[config.mk]
export PLATFORM = sky130hd
export DESIGN_NAME = flasher_pattern_monitor
export DESIGN_NICKNAME = d
export VERILOG_FILES = /design/src/rtl/flasher_pattern_monitor.sv
export SDC_FILE = /design/constraint.sdc
export NUM_CORES = 1
export LEC_CHECK = 0
export ABC_AREA = 1
export CORE_MARGIN = 4
export CORE_UTILIZATION = 43
export DETAILED_ROUTE_END_ITERATION = 8
export GPL_ROUTABILITY_DRIVEN = 0
export PLACE_DENSITY = 0.63
export REMOVE_ABC_BUFFERS = 1
export SYNTH_ARGS = -nofsm -noshare
export SYNTH_HDL_FRONTEND = slang
export SYNTH_SLANG_ARGS = --single-unit
[constraint.sdc]
create_clock -name clk -period 5.4 [get_ports clk]
set_clock_uncertainty 0.05 [all_clocks]
set_input_delay 1.08 -clock clk [delete_from_list [all_inputs] [get_ports clk]]
set_output_delay 1.08 -clock clk [all_outputs]
set_load 0.02 [all_outputs]
[src/rtl/flasher_pattern_monitor.sv]
// rtl/flasher_pattern_monitor.sv - checks a 16-bit thermometer LED bar against the six-phase bounce pattern
module flasher_pattern_monitor #(
    parameter int CNT_W = 8
) (
    input  logic             clk,
    input  logic             reset,
    input  logic             en,
    input  logic [15:0]      led,
    output logic [4:0]       level,
    output logic [2:0]       phase,
    output logic             busy,
    output logic             dir_up,
    output logic             cycle_done,
    output logic             rewind,
    output logic [CNT_W-1:0] cycle_count,
    output logic             err,
    output logic [1:0]       err_code
);

    typedef enum logic {
        M_IDLE,
        M_RUN
    } mstate_t;

    localparam logic [1:0] E_NONE  = 2'd0;
    localparam logic [1:0] E_THERM = 2'd1;
    localparam logic [1:0] E_STEP  = 2'd2;
    localparam logic [1:0] E_OVER  = 2'd3;

    mstate_t          state_q, state_d;
    logic [2:0]       phase_q, phase_d;
    logic [4:0]       prev_q, prev_d;
    logic [4:0]       level_q, level_d;
    logic [CNT_W-1:0] cnt_q, cnt_d;
    logic             err_q, err_d;
    logic [1:0]       code_q, code_d;
    logic             done_q, done_d;
    logic             rewind_q, rewind_d;

    logic             legal;
    logic [4:0]       n;
    logic [4:0]       t;
    logic [1:0]       e;

    // Turning level of each phase; odd phases ramp down towards their target.
    function automatic logic [4:0] target(input logic [2:0] p);
        case (p)
            3'd0:    target = 5'd16;
            3'd1:    target = 5'd6;
            3'd2:    target = 5'd11;
            3'd3:    target = 5'd0;
            3'd4:    target = 5'd6;
            default: target = 5'd0;
        endcase
    endfunction

    // Thermometer decode: legal only when the bar is a contiguous run of ones from bit 0.
    always_comb begin
        legal = 1'b0;
        n     = 5'd0;
        for (int i = 0; i <= 16; i++) begin
            if (led == 16'((17'd1 << i) - 17'd1)) begin
                legal = 1'b1;
                n     = 5'(i);
            end
        end
    end

    // Pattern tracker: compares each enabled sample with the previous legal one.
    always_comb begin
        state_d  = state_q;
        phase_d  = phase_q;
        prev_d   = prev_q;
        level_d  = level_q;
        cnt_d    = cnt_q;
        err_d    = err_q;
        code_d   = code_q;
        done_d   = 1'b0;
        rewind_d = 1'b0;
        e        = E_NONE;
        t        = target(phase_q);
        if (en) begin
            if (!legal) begin
                e = E_THERM;
            end else begin
                level_d = n;
                prev_d  = n;
                if (state_q == M_IDLE) begin
                    if (n == 5'd0) begin
                        state_d = M_IDLE;
                    end else if (n == 5'd1 && prev_q == 5'd0) begin
                        state_d = M_RUN;
                        phase_d = 3'd0;
                    end else begin
                        e = E_STEP;
                    end
                end else if (!phase_q[0]) begin
                    if (n == prev_q + 5'd1 && n <= t) begin
                        phase_d = phase_q;
                    end else if (n > t) begin
                        e = E_OVER;
                    end else if (n == prev_q && n == t) begin
                        phase_d = phase_q + 3'd1;
                    end else begin
                        e = E_STEP;
                    end
                end else begin
                    if (n + 5'd1 == prev_q && n >= t) begin
                        phase_d = phase_q;
                    end else if (n < t) begin
                        e = E_OVER;
                    end else if (n == prev_q && n == t) begin
                        if (phase_q == 3'd5) begin
                            state_d = M_IDLE;
                            phase_d = 3'd0;
                            done_d  = 1'b1;
                            if (cnt_q != {CNT_W{1'b1}}) begin
                                cnt_d = cnt_q + 1'b1;
                            end
                        end else begin
                            phase_d = phase_q + 3'd1;
                        end
                    end else if (n == prev_q + 5'd1 && (prev_q == 5'd0 || prev_q == 5'd6)
                                 && (phase_q == 3'd1 || phase_q == 3'd3)) begin
                        // Flick: the flasher rewinds into the preceding up phase.
                        if (n > target(phase_q - 3'd1)) begin
                            e = E_OVER;
                        end else begin
                            phase_d  = phase_q - 3'd1;
                            rewind_d = 1'b1;
                        end
                    end else begin
                        e = E_STEP;
                    end
                end
            end
            // Any error drops back to idle and suppresses pulses; only the first code is kept.
            if (e != E_NONE) begin
                err_d    = 1'b1;
                state_d  = M_IDLE;
                phase_d  = 3'd0;
                done_d   = 1'b0;
                rewind_d = 1'b0;
                cnt_d    = cnt_q;
                if (code_q == E_NONE) begin
                    code_d = e;
                end
            end
        end
    end

    // State and status registers with synchronous reset taking priority over sampling.
    always_ff @(posedge clk) begin
        if (reset) begin
            state_q  <= M_IDLE;
            phase_q  <= 3'd0;
            prev_q   <= 5'd0;
            level_q  <= 5'd0;
            cnt_q    <= '0;
            err_q    <= 1'b0;
            code_q   <= E_NONE;
            done_q   <= 1'b0;
            rewind_q <= 1'b0;
        end else begin
            state_q  <= state_d;
            phase_q  <= phase_d;
            prev_q   <= prev_d;
            level_q  <= level_d;
            cnt_q    <= cnt_d;
            err_q    <= err_d;
            code_q   <= code_d;
            done_q   <= done_d;
            rewind_q <= rewind_d;
        end
    end

    assign level       = level_q;
    assign phase       = phase_q;
    assign busy        = (state_q == M_RUN);
    assign dir_up      = (state_q == M_RUN) && !phase_q[0];
    assign cycle_done  = done_q;
    assign rewind      = rewind_q;
    assign cycle_count = cnt_q;
    assign err         = err_q;
    assign err_code    = code_q;

endmodule
Word-level counts from Yosys, hierarchy flattened
Cells that the tools add are included.
Widths: inputs -> output; s select.
Word-level totals
  register bits: 22
  word-level logic and storage cells: 181
Operators by class
  add/sub/neg operators: 5
  magnitude comparators: 5
  eq/ne operators: 39
  muxes and demuxes: 84
  bitwise operators: 9
  reductions and logical operators: 30
Operators with widths (number)
  $mux 5: 23
  $mux 3: 15
  $mux 1: 30
  $pmux 5 s3: 2
  $mux 2: 14
  $eq 5x5->1: 4
  $eq 16x1->1 const B: 1
  $eq 16x10->1 const B: 1
  $eq 16x11->1 const B: 1
  $eq 16x12->1 const B: 1
  $eq 16x13->1 const B: 1
  $eq 16x14->1 const B: 1
  $eq 16x15->1 const B: 1
  $eq 16x16->1 const B: 1
  $eq 16x2->1 const B: 1
  $eq 16x3->1 const B: 1
  $eq 16x4->1 const B: 1
  $eq 16x5->1 const B: 1
  $eq 16x6->1 const B: 1
  $eq 16x7->1 const B: 1
  $eq 16x8->1 const B: 1
  $eq 16x9->1 const B: 1
  $logic_not 16->1: 1
  $ne 4x3->1 const B: 4
  34 further kinds: 63

Logic depth before layout (Yosys ltp)
  word-level depth: 41
  depth in mapped cells: 28
  gate-level depth less buffers: 28

Least setup slack after synthesis
Ideal clock, no wire load.
  kind: input to register
  start: in led[15]
  end: reg cnt_q[7], in the netlist cycle_count[7]
  setup time: 0.115 ns
  data arrival time: 4.245 ns
  slack: 0.990 ns
  stages: 27
  path through: nor2_2 -> nand2_1 -> nor2_2 -> buf_6 -> nand2_1 -> o2111ai_1 -> o211ai_1 -> nand2_1 -> o211ai_1 -> a22oi_1 -> inv_1 -> ha_1 -> nand3b_1 -> nand3_1 -> o211ai_1 -> a21oi_1 -> nand2_1 -> nor2_2 -> nand4_2 -> nand2_1 -> inv_1 -> a21oi_4 -> nand4_4 -> nor2_2 -> nand3_1 -> nand2_1 -> nor2_1
Between the ends
  longest elaborated chain between the ends: 31
  elaborated cells between the ends (all ways): 87
Ends and longest elaborated chain
  start, declared: line 8  | input logic [15:0] led,
  $eq 16x1->1: line 62  | if (led == 16'((17'd1 << i) - 17'd1)) begin
  $mux 1: line 62
  $mux 5 (14 in series): line 62
  $mux 5 *: line 62
  named net n[0]: line 41  | logic [4:0] n;
  branches (longest 13 deep; another with $gt 5x5->1)
  $reduce_and 10->1 (no line) *
  end signal, assigned: line 169  | cnt_q <= cnt_d;
  end, declared: line 34  | logic [CNT_W-1:0] cnt_q, cnt_d;
Mark *: on every way through the listed nets, which the timed path passes. The select of a mux whose other input is x is not followed.
A chain may end at the register's enable or synchronous reset.

Worst setup path in the final report
  start: in led[10]
  end: reg cnt_q[5], in the netlist cycle_count[5]
The elaborated chain is that of the path after synthesis.

==> impl_metrics.ini <==
[yosys]
syn_inst = 447
synthAdderAreaFrac = 0.117
synth_compound_area_frac = 0.127
synthArstFlopShare = 0
yosysSeqAreaShare = 0.164
synth_top_family_by_area = simple AND/OR/NAND/NOR gates
synth_simple_gate_area_share = 0.462
avgSynthCellArea_sq_um = 5.99
ys_seq_elements = 22
yosysUniqueCellTypes = 43
synth_flop_cell = dfxtp_1
synth-xor-area-share = 0.0163
synthMuxAreaShare = 0
ys_warn_count = 0
syn-cell-area_sq_mm = 0.00268
synth_edf_count = 0

[grt]
grt_start_max_net_pins = 15
busiest_layer = met1
grt_pass1_vias = 2777
grt_use_met3 = 0.0265
grt_use_met1 = 0.310
gr-total-overflow = 0
grt_pass1_wl_mm = 12.5
grt_antenna_before_repair = 0
groute.usage.overall = 0.201
grt.met2_usage = 0.296

[power]
peakVddDrop_uv = 101
switchingPower_uw = 80.7
pwr-share-seq = 0.452
comb_power_share = 0.124
power_frac_clock = 0.425
powerDensity_mw_per_mm2 = 110
p_sw_frac = 0.223
p_leak_nw = 1.53
intPower_uw = 281

[sta]
final.setup.worst_slack_ps = 466
layout_min_cycle_time_ps = 4930
fin_crit_sh = 0.914
hold_viol = 0
finalSetupViolations = 0
fmax_mhz = 203
grt_setup_unrepaired = false
tightest_slew_ps = 597
fin_tns_setup_ps = 0
maxSlewViolCount = 0
maxSlewHeadroom = 0.600

[clock_network]
hold_buffers = 0
clockRootBuffer = clkbuf_8
htree_levels = 1
path_clk_slew_ps = 80
numCtsBuffers = 3
cts.sinks = 22
clock_latency_ps = 260
cts_buffer_depth = 2
cts_tree = built

[route]
drc_errors = 0
firstDrtPassIters = 5
wirelength_mm = 7.37
num_vias = 2969
avgViaCountPerCell = 5.21
drtIter0Drc = 170
drt-wirelength-per-cell_um = 12.9
ant_nets = 0

[layout]
drive_gt1_frac = 0.0848
syn2layout_area_growth_pct = 22.8
finalNonFillerCells = 570
antenna_cells = 0
fin_nets = 540
n_fill_cell = 626

[min_path]
hold_path.class = flip-flop to flip-flop
min_from = err$_SDFFE_PP0P_

[placement]
port_buffers = 41
dp_cells = 564
place_hpwl_mm = 5.92
dpl_worst_slack_ps = 51.1

[status]
status = finished, final reports clean

[critical_path]
max_stage_delay_ps = 510
path_common_cell = nand2_1
slowest_stage = clkdlybuf4s50_1
worstReg2RegStart = phase[0]$_SDFFE_PP0P_
endpoint_kind = flip-flop
cp_max_fo = 7
crit_type = input pin to flip-flop
cp-startpoint = led[10]
startpoint_type = input pin
crit_arrival_ps = 5020
cp.required_ps = 5490

[floorplan]
pin_count = 42
rows = 28
die_w_um = 86.9
coreArea_sq_mm = 0.00599
initial_utilization = 0.447
die_height_um = 86.9
dieArea_sq_mm = 0.00756

[flow_run]
cap_violations = 0
power groups by stage:
stage / clock network (mW) / registers [mW] / logic (mW)
global placement: 0 / 0.167 / 0.0436
finish: 0.154 / 0.164 / 0.0447
CTS: 0.158 / 0.164 / 0.0440
global route: 0.165 / 0.164 / 0.0494
detailed placement: 0 / 0.168 / 0.0437
floorplan: 0 / 0.169 / 0.0168
worst paths after layout:
kind	endpoint	slack (ps)	depth (start not counted)
hold reg to reg	err$_SDFFE_PP0P_	410	2
setup / recovery	cycle_count[5]$_SDFFE_PP0P_	470	29
hold / removal	err$_SDFFE_PP0P_	410	2
setup reg to reg	phase[2]$_SDFFE_PP0P_	1580	22
synthesized netlist by cell type, types with 2 or more instances:
| master | instances | share of area |
|---|---|---|
| a21oi_1 | 19 | 0.035 |
| dfxtp_1 | 22 | 0.16 |
| ha_1 | 25 | 0.12 |
| inv_1 | 74 | 0.10 |
| inv_2 | 2 | 0.0028 |
| nand2_1 | 102 | 0.14 |
| nand2_2 | 9 | 0.021 |
| nand2_4 | 2 | 0.0084 |
| nand3_1 | 31 | 0.058 |
| nand3b_1 | 4 | 0.011 |
| nand4_1 | 17 | 0.040 |
| nor2_1 | 67 | 0.094 |
| nor2_2 | 5 | 0.012 |
| nor2_4 | 4 | 0.017 |
| nor3_1 | 10 | 0.019 |
| nor4_1 | 3 | 0.0070 |
| o2111ai_1 | 3 | 0.0098 |
| o211ai_1 | 3 | 0.0084 |
| o21ai_0 | 16 | 0.030 |
| o21bai_1 | 2 | 0.0056 |
| o32ai_1 | 2 | 0.0065 |
| xor2_1 | 4 | 0.013 |
critical path: cells and delay by family:
kind | cells | cell delay, ps
adder cells (fa/ha/maj) | 1 | 280
buffers and inverters | 5 | 870
AND/OR/NAND/NOR | 16 | 1880
AO/OA/AOI/OAI | 7 | 910
placed cells by master, fill, tap and decap left out, types with 9 or more instances in the layout:
master / netlist / layout
nand2_2: 9 / 9
dfxtp_1: 22 / 22
o21ai_0: 16 / 16
nand2_1: 102 / 102
nor3_1: 10 / 10
nand4_1: 17 / 17
inv_1: 74 / 73
ha_1: 25 / 25
a21oi_1: 19 / 19
clkdlybuf4s50_1: 0 / 41
nor2_1: 67 / 66
nand3_1: 31 / 31
sequential cells by signal (all words and copies together) (netlist names):
register     flops
busy             1
cycle_count      8
cycle_done       1
err              1
err_code         2
level            5
phase            3
rewind           1
metal layers:
| layer | share of wire | vias up | wire (um) |
|---|---|---|---|
| li1 | - | 1557 | - |
| met1 | 0.53 | 1316 | 3910 |
| met2 | 0.41 | 84 | 3040 |
| met3 | 0.045 | 12 | 328 |
| met4 | 0.013 | 0 | 94 |
| met5 | 0 | - | 0 |
timing repair:
action	CTS	global route
setup buffers	0	2
resized for setup	0	4
endpoints found under the setup margin	0	14
logic make-up after synthesis:
group | Yosys count
AOI/OAI and AO/OA | 54
adders and majority gates | 25
DFF | 22
xor gates and xnor gates | 5
and+or+nand+nor | 262
buffers and inverters | 79
layout make-up:
cell class                 count  area, sq um  share of cell area
multi-input combinational    346         1950               0.592
timing repair buffer          46          448               0.136
sequential                    22          440               0.134
inverter                      77          289              0.0879
tap                           75         93.8              0.0285
clock buffer                   3         41.3              0.0126
clock inverter                 1         30.0             0.00913
through the flow:
stage / power (mW) / hold slack (ps) / instance area, sq um / util
2_1_floorplan: 0.186 / 470 / 2660 / -
3_3_place_gp: 0.211 / 392 / 3190 / 0.533
3_5_place_dp: 0.211 / 397 / 3190 / 0.533
4_1_cts: 0.365 / 410 / 3260 / 0.544
5_1_grt: 0.378 / 439 / 3290 / 0.549
6_report: 0.362 / 408 / 3290 / 0.549
Power figures use the tool's default switching activity.
